--- src/rtl/iterative_alu.sv ---
`default_nettype none
// ============================================================================
// Module   : iterative_alu
// Purpose  : Registered ALU with start/busy/done handshake. Single-cycle
//            logic/arith/compare/shift ops plus iterative shift-add multiply
//            and restoring unsigned divide/remainder.
// Revision : 1.0 - initial release
// ============================================================================
module iterative_alu #(
  parameter int WIDTH = 32
) (
  input  logic             clk,
  input  logic             reset,
  input  logic             start,
  input  logic [WIDTH-1:0] srcA,
  input  logic [WIDTH-1:0] srcB,
  input  logic [3:0]       ALUControl,
  output logic [WIDTH-1:0] ALUResult,
  output logic             Zero,
  output logic             busy,
  output logic             done
);

  localparam int SHW = $clog2(WIDTH);
  localparam int CW  = SHW + 1;

  localparam logic [3:0] OP_AND  = 4'b0000;
  localparam logic [3:0] OP_OR   = 4'b0001;
  localparam logic [3:0] OP_ADD  = 4'b0010;
  localparam logic [3:0] OP_SUB  = 4'b0011;
  localparam logic [3:0] OP_XOR  = 4'b0100;
  localparam logic [3:0] OP_SLT  = 4'b0101;
  localparam logic [3:0] OP_SLTU = 4'b0110;
  localparam logic [3:0] OP_SLL  = 4'b0111;
  localparam logic [3:0] OP_SRL  = 4'b1000;
  localparam logic [3:0] OP_SRA  = 4'b1001;
  localparam logic [3:0] OP_MUL  = 4'b1010;
  localparam logic [3:0] OP_DIVU = 4'b1100;
  localparam logic [3:0] OP_REMU = 4'b1101;

  typedef enum logic [1:0] {
    IDLE   = 2'd0,
    SINGLE = 2'd1,
    ITER   = 2'd2,
    DONE   = 2'd3
  } state_t;

  state_t state, state_next;

  // Operands latched at acceptance; later input changes have no effect.
  logic [WIDTH-1:0] a_q, b_q;
  logic [3:0]       op_q;
  logic [CW-1:0]    count;
  // acc: product accumulator (MUL) or partial remainder (DIVU/REMU).
  // work: multiplier shifting right (MUL) or dividend/quotient shifting left.
  // mcand: multiplicand shifting left (MUL only).
  logic [WIDTH-1:0] acc, work, mcand;

  logic             start_is_iter;
  logic [SHW-1:0]   shamt;
  logic signed [WIDTH-1:0] a_signed;
  logic [WIDTH-1:0] single_res;
  logic [WIDTH-1:0] mul_acc_next;
  logic [WIDTH:0]   div_shift;
  logic [WIDTH:0]   div_diff;
  logic             div_ge;
  logic [WIDTH-1:0] div_rem_next;
  logic [WIDTH-1:0] div_quo_next;
  logic [WIDTH-1:0] iter_res;

  assign start_is_iter = (ALUControl == OP_MUL) || (ALUControl == OP_DIVU) ||
                         (ALUControl == OP_REMU);
  assign shamt    = b_q[SHW-1:0];
  assign a_signed = a_q;

  // Single-cycle result from the latched operands; unknown codes give 0.
  always_comb begin
    single_res = '0;
    case (op_q)
      OP_AND:  single_res = a_q & b_q;
      OP_OR:   single_res = a_q | b_q;
      OP_ADD:  single_res = a_q + b_q;
      OP_SUB:  single_res = a_q - b_q;
      OP_XOR:  single_res = a_q ^ b_q;
      OP_SLT:  single_res = {{(WIDTH-1){1'b0}}, ($signed(a_q) < $signed(b_q))};
      OP_SLTU: single_res = {{(WIDTH-1){1'b0}}, (a_q < b_q)};
      OP_SLL:  single_res = a_q << shamt;
      OP_SRL:  single_res = a_q >> shamt;
      OP_SRA:  single_res = a_signed >>> shamt;
      default: single_res = '0;
    endcase
  end

  // One iteration step of multiply (shift-add) and divide (restoring).
  always_comb begin
    mul_acc_next = work[0] ? (acc + mcand) : acc;
    div_shift    = {acc, work[WIDTH-1]};
    div_diff     = div_shift - {1'b0, b_q};
    div_ge       = (div_shift >= {1'b0, b_q});
    div_rem_next = div_ge ? div_diff[WIDTH-1:0] : div_shift[WIDTH-1:0];
    div_quo_next = {work[WIDTH-2:0], div_ge};
    case (op_q)
      OP_MUL:  iter_res = mul_acc_next;
      OP_DIVU: iter_res = div_quo_next;
      default: iter_res = div_rem_next;
    endcase
  end

  // State register.
  always_ff @(posedge clk) begin
    if (!reset) state <= IDLE;
    else        state <= state_next;
  end

  // Next-state and handshake outputs.
  always_comb begin
    state_next = state;
    busy       = 1'b0;
    done       = 1'b0;
    case (state)
      IDLE: begin
        if (start) state_next = start_is_iter ? ITER : SINGLE;
      end
      SINGLE: begin
        busy       = 1'b1;
        state_next = DONE;
      end
      ITER: begin
        busy = 1'b1;
        if (count == CW'(1)) state_next = DONE;
      end
      DONE: begin
        done       = 1'b1;
        state_next = IDLE;
      end
      default: state_next = IDLE;
    endcase
  end

  // Operand capture, iteration registers and the registered result.
  always_ff @(posedge clk) begin
    if (!reset) begin
      a_q       <= '0;
      b_q       <= '0;
      op_q      <= '0;
      count     <= '0;
      acc       <= '0;
      work      <= '0;
      mcand     <= '0;
      ALUResult <= '0;
      Zero      <= 1'b1;
    end else begin
      case (state)
        IDLE: begin
          if (start) begin
            a_q   <= srcA;
            b_q   <= srcB;
            op_q  <= ALUControl;
            count <= CW'(WIDTH);
            acc   <= '0;
            mcand <= srcA;
            work  <= (ALUControl == OP_MUL) ? srcB : srcA;
          end
        end
        SINGLE: begin
          ALUResult <= single_res;
          Zero      <= (single_res == '0);
        end
        ITER: begin
          count <= count - CW'(1);
          if (op_q == OP_MUL) begin
            acc   <= mul_acc_next;
            mcand <= mcand << 1;
            work  <= work >> 1;
          end else begin
            acc   <= div_rem_next;
            work  <= div_quo_next;
          end
          if (count == CW'(1)) begin
            ALUResult <= iter_res;
            Zero      <= (iter_res == '0);
          end
        end
        default: ;
      endcase
    end
  end

endmodule
`default_nettype wire

--- config.mk ---
export PLATFORM = sky130hd
export DESIGN_NAME = iterative_alu
export DESIGN_NICKNAME = d
export VERILOG_FILES = /design/src/rtl/iterative_alu.sv
export SDC_FILE = /design/constraint.sdc
export NUM_CORES = 1
export LEC_CHECK = 0
export BUFFER_PORTS_ARGS = -buffer_cell sky130_fd_sc_hd__buf_2
export CAP_MARGIN = 25
export CORE_ASPECT_RATIO = 1.25
export CORE_UTILIZATION = 35
export DETAILED_ROUTE_END_ITERATION = 10
export GPL_TIMING_DRIVEN = 0
export HOLD_SLACK_MARGIN = 0.02
export SLEW_MARGIN = 20
export SYNTH_ARGS = -nofsm -noshare
export SYNTH_HDL_FRONTEND = slang
export SYNTH_SLANG_ARGS = --single-unit
export TNS_END_PERCENT = 5
--- constraint.sdc ---
create_clock -name clk -period 11.8 [get_ports clk]
set_input_delay 2.36 -clock clk [delete_from_list [all_inputs] [get_ports clk]]
set_output_delay 2.36 -clock clk [all_outputs]
set_load 0.02 [all_outputs]
### After elaboration in Yosys (flattened, before gate mapping)

Index checks and enable logic that the tools add are counted.

* $add $sub $neg: 5
* multiplexer cells: 26
* bitwise operators: 3
* reduce and logical (&&, ||, !) cells: 14
* equal/unequal tests: 21
* shifts and indexed selects: 3
* order comparisons: 3

Operator list (number)
* $mux 32: 10
* $pmux 32 s10: 1
* $pmux 32 s2: 5
* $add 32x32->32: 2
* $logic_not 32->1: 2
* $lt 32x32->1: 2
* $sub 32x32->32: 2
* $ge 33x32->1: 1
* $and 32x32->32: 1
* $or 32x32->32: 1
* $shl 32x5->32: 1
* $shr 32x5->32: 1
* $sshr 32x5->32: 1
* $xor 32x32->32: 1
* $eq 4x4->1 const B: 7
* $eq 4x3->1 const B: 4
* $pmux 6 s2: 1
* $eq 4x2->1 const B: 2
* $pmux 2 s4: 1
* $reduce_and 2->1: 4
* $eq 6x1->1 const B: 1
* $mux 2: 3
* $mux 6: 1
* $ne 2x2->1 const B: 3
* 12 further kinds: 17

* output and inout bits: 35
* input port bits: 71
* logic and storage cells: 85
* bits in registers: 205

### Logic depth before layout (Yosys ltp)

* depth after elaboration: 6
* mapped depth: 22
* gate-level depth less buffers: 17

### Least setup slack after synthesis

Ideal clock, no wire load.

* path type: reg2reg
* start point: register b_q[2]
* end point: register Zero
* setup time: 0.058 ns
* data required time: 11.742 ns
* arrival: 4.918 ns
* path buffers: 6
* cell stages (with the launch flop): 22
* slack: 6.825 ns
* period minus slack after synthesis: 4.975 ns
* cell sequence: dfxtp_1 > buf_2 > buf_2 > inv_1 > buf_2 > buf_2 > buf_1 > ha_1 > buf_6 > o21ba_1 > or4_4 > a21oi_4 > o31ai_4 > o311ai_2 > a2111o_1 > o21ai_1 > or4_4 > nor4_1 > nand4_1 > or4b_1 > nor4_2 > a211o_1

* word-level cells in the longest chain between the ends: 6
* elaborated cells on any way between the ends: 19
* those cells by class: 3 x add/sub; 3 x order compare; 3 x shift; 5 x mux; 3 x bitwise; 2 x reduce/logical

Ends and longest elaborated chain
* start, declared: line 51 `logic [WIDTH-1:0] a_q, b_q;`
* start signal, assigned: line 157 `b_q <= srcB;`
* $sub 32x32->32 / $ge 33x32->1 (equally long branches): line 98, 99
* $mux 32: line 100 `div_rem_next = div_ge ? div_diff[WIDTH-1:0] : div_shift[WIDTH-1:0];`
* $pmux 32 s2: line 102 `case (op_q)`
* $logic_not 32->1: line 181 `Zero <= (iter_res == '0);`
* $mux 1: line 179 `if (count == CW'(1)) begin`
* $pmux 1 s2 (*): line 153 `case (state)`
* end signal, assigned: line 167 `Zero <= (single_res == '0);`
* end signal, assigned: line 181
* end, declared: line 19 `output logic Zero,`

Every way passes the cells marked *; elsewhere a longest branch is shown, timed or not. The select of a mux whose other input is x is not followed.
A chain may end at the register's enable or synchronous reset.

### Final worst setup path

* start point: register b_q[0]
* end point: register Zero

Same word-level chain as after synthesis.

==> impl_metrics.env <==
export IMPL_die_area_sq_mm=0.0703
export IMPL_cts_repair_resized=0
export IMPL_drive_above_1_share=0.0958
export IMPL_clock_skew_ns=0.0261
export IMPL_leakagePower_nw=10.2
export IMPL_coreArea_sq_mm=0.0683
export IMPL_worst_pin_slew_ns=1.21
export IMPL_synth_edf_count=0
export IMPL_period_needed_ns=7.89
export IMPL_ys_async_sr_fraction=0
export IMPL_grt_total_usage=0.435
export IMPL_placed_cells=4362
export IMPL_ir_drop_uv=131
export IMPL_numClockSinks=205
export IMPL_clock_latency_ns=0.57
export IMPL_finalWeightedCongestion=1.10
export IMPL_die_h_microns=296
export IMPL_slew_headroom=0.169
export IMPL_r2r_cells=18
export IMPL_final_common_cell="nand2_1"
export IMPL_hold_violations=0
export IMPL_dp_hpwl_mm=125
export IMPL_start_util=0.355
export IMPL_worstPathMaxFanout=11
export IMPL_r2r_slack_ns=3.91
export IMPL_drv_slew=0
export IMPL_synth_top_area_cell="dfxtp_1"
export IMPL_fill_cells=7439
export IMPL_hp_class="register to register"
export IMPL_via_count=29400
export IMPL_utilization=0.394
export IMPL_synth_top_area_frac=0.169
export IMPL_path_class="register to register"
export IMPL_final_cell_mix="466 x nand2_1, 349 x nor2_1, 326 x a21oi_1, 218 x clkbuf_1, 205 x dfxtp_1"
export IMPL_holdBufCountCts=0
export IMPL_stdcell_count=4414
export IMPL_regToRegEndpoint="Zero"
export IMPL_nNetsFinal=3774
export IMPL_area_growth_pct=11.1
export IMPL_worst_setup_path_end_kind="register"
export IMPL_crit_path_end="Zero"
export IMPL_gr_total_overflow=0
export IMPL_final_antenna_net_count=0
export IMPL_fmax_mhz=127
export IMPL_synth_avg_cell_area_sq_um=7.18
export IMPL_ys_seq_area_frac=0.169
export IMPL_viasPerCell=6.65
export IMPL_firstDrtPassIters=7
export IMPL_wl_per_cell_microns=35.4
export IMPL_ys_types=98
export IMPL_syn_nets=3630
export IMPL_drt_iter0_drc=3648
export IMPL_cp_required_ns=12.31
export IMPL_cp_start_kind="register"
export IMPL_place_ws_ns=4.50
export IMPL_cts_root_buf="clkbuf_16"
export IMPL_synth_main_ff_cell="dfxtp_1"
export IMPL_cp_startpoint="b_q[0]"
export IMPL_setup_tns_final_ns=0
export IMPL_die_w_microns=237
export IMPL_fin_crit_sh=0.669
export IMPL_synthCells=3378
export IMPL_grt_pass1_vias=28400
export IMPL_cts_tree="done"
export IMPL_regArea_sq_mm=0.00410
export IMPL_status="completed"
export IMPL_wl_mm=156
export IMPL_port_buffers=105
export IMPL_num_rows=107
export IMPL_setup_viol=0
export IMPL_cts_path_max_buffers=3
export IMPL_cts_buffers=25
export IMPL_p_per_area_mw_per_mm2=186
export IMPL_grt_start_max_net_pins=15
export IMPL_mappedNetlistArea_sq_mm=0.0242
export IMPL_antenna_found_initial=10
export IMPL_setup_slack_ns=3.91
export IMPL_rsz0062_at_grt="no"
export IMPL_cp_arrival_ns=8.40
export IMPL_drv_cap=0
export IMPL_grt_pass1_wl_mm=217
export IMPL_worstReg2RegStart="b_q[0]"
export IMPL_multi_input_area_sq_mm=0.0186
export IMPL_io_pins=106
export IMPL_htreeDepth=1
export IMPL_clkTransAtPathRegs_ns=0.07
export IMPL_cts_setup_buffers=0
export IMPL_drcViolationCount=0
export IMPL_synth_area_leaders="dfxtp_1 17%, ha_1 9.1%, nand2_1 7.2%"
export IMPL_yosysWarnings=0
export IMPL_synth_seq_cells=205
-- cell usage after synthesis (18+ instances only) --
library cell,number
nand2_1,466
nor2_1,350
a21oi_1,327
clkbuf_1,216
dfxtp_1,205
ha_1,177
o21ai_0,158
mux2i_1,134
a211oi_1,120
inv_1,114
nor3_1,66
nand3_1,59
nor2b_1,58
o211ai_1,50
mux4_2,49
a21o_1,45
a311oi_1,42
xnor2_1,42
nand2b_1,39
buf_2,37
nand4_1,37
mux2_2,36
a31oi_1,33
and2_1,30
o22ai_1,30
buf_1,28
a221oi_1,26
xor2_1,25
o21a_1,22
nor4_1,21
o221ai_1,21
a211o_1,19
a22oi_1,18
-- worst min-delay path by stage --
stage             startpoint            end  slack [ns]  cells past startpoint
6_report       ALUResult[12]  ALUResult[12]        0.45                      2
5_1_grt        ALUResult[28]  ALUResult[28]        0.47                      2
4_1_cts        ALUResult[12]  ALUResult[12]        0.45                      2
3_5_place_dp   ALUResult[12]  ALUResult[12]        0.44                      2
3_3_place_gp   ALUResult[18]  ALUResult[18]        0.44                      2
2_1_floorplan       state[0]       state[0]        0.45                      2
-- state kept, by name, summed over array words and instances (netlist names) --
name,cells
acc,32
a_q,32
count,6
state,2
work,32
b_q,32
mcand,32
Zero,1
ALUResult,32
op_q,4
-- report_power, final --
group          switching, mW  internal (mW)  leakage (nW)
Combinational           2.17          0.907          8.08
Sequential             0.200          0.839          1.68
Clock                  0.351          0.528         0.425
-- stage by stage --
step	power, mW	cell area [sq um]	hold slack [ns]
6_report	5.00	26900	0.451
3_5_place_dp	3.95	26000	0.441
2_1_floorplan	2.76	24200	0.449
3_3_place_gp	3.95	25900	0.439
4_1_cts	4.83	26800	0.449
5_1_grt	5.15	26900	0.465
-- worst max-delay path, stage by stage (launching register included) --
cell,delay (ns)
dfxtp_1,0.61
buf_2,0.41
clkinv_1,0.48
buf_2,0.44
buf_2,0.33
buf_2,0.34
ha_1,0.43
mux2i_2,0.76
mux2_2,0.49
o22ai_1,0.16
mux2i_1,0.78
o2111ai_1,0.22
or3b_2,0.60
nor4_1,0.28
and4b_1,0.31
nand4_1,0.21
or4b_1,0.60
nor4_2,0.19
a211o_1,0.13
-- per-layer routing --
| metal | global-route usage | share of wire |
|---|---|---|
| met1 | 0.459 | 0.34 |
| met2 | 0.707 | 0.45 |
| met3 | 0.0951 | 0.086 |
| met4 | 0.446 | 0.12 |
| met5 | 0.00138 | 0.000045 |
-- final cells by class --
| class | instances | share of cell area |
|---|---|---|
| antenna | 3 | 0.000279 |
| buffer | 292 | 0.0444 |
| clock buffer | 33 | 0.0247 |
| clock inverter | 11 | 0.00799 |
| inverter | 118 | 0.0164 |
| multi-input combinational | 2763 | 0.690 |
| sequential | 205 | 0.152 |
| tap | 872 | 0.0405 |
| timing repair buffer | 117 | 0.0236 |
-- logic make-up after synthesis --
kind of cell	Yosys count	synth area share
compound gates	1087	0.301
xor+xnor	67	0.0242
fa+ha+maj	181	0.0946
buf+inv	410	0.0673
flops	205	0.169
mux	219	0.118
simple gates	1209	0.226
Power figures use the tool's default switching activity.
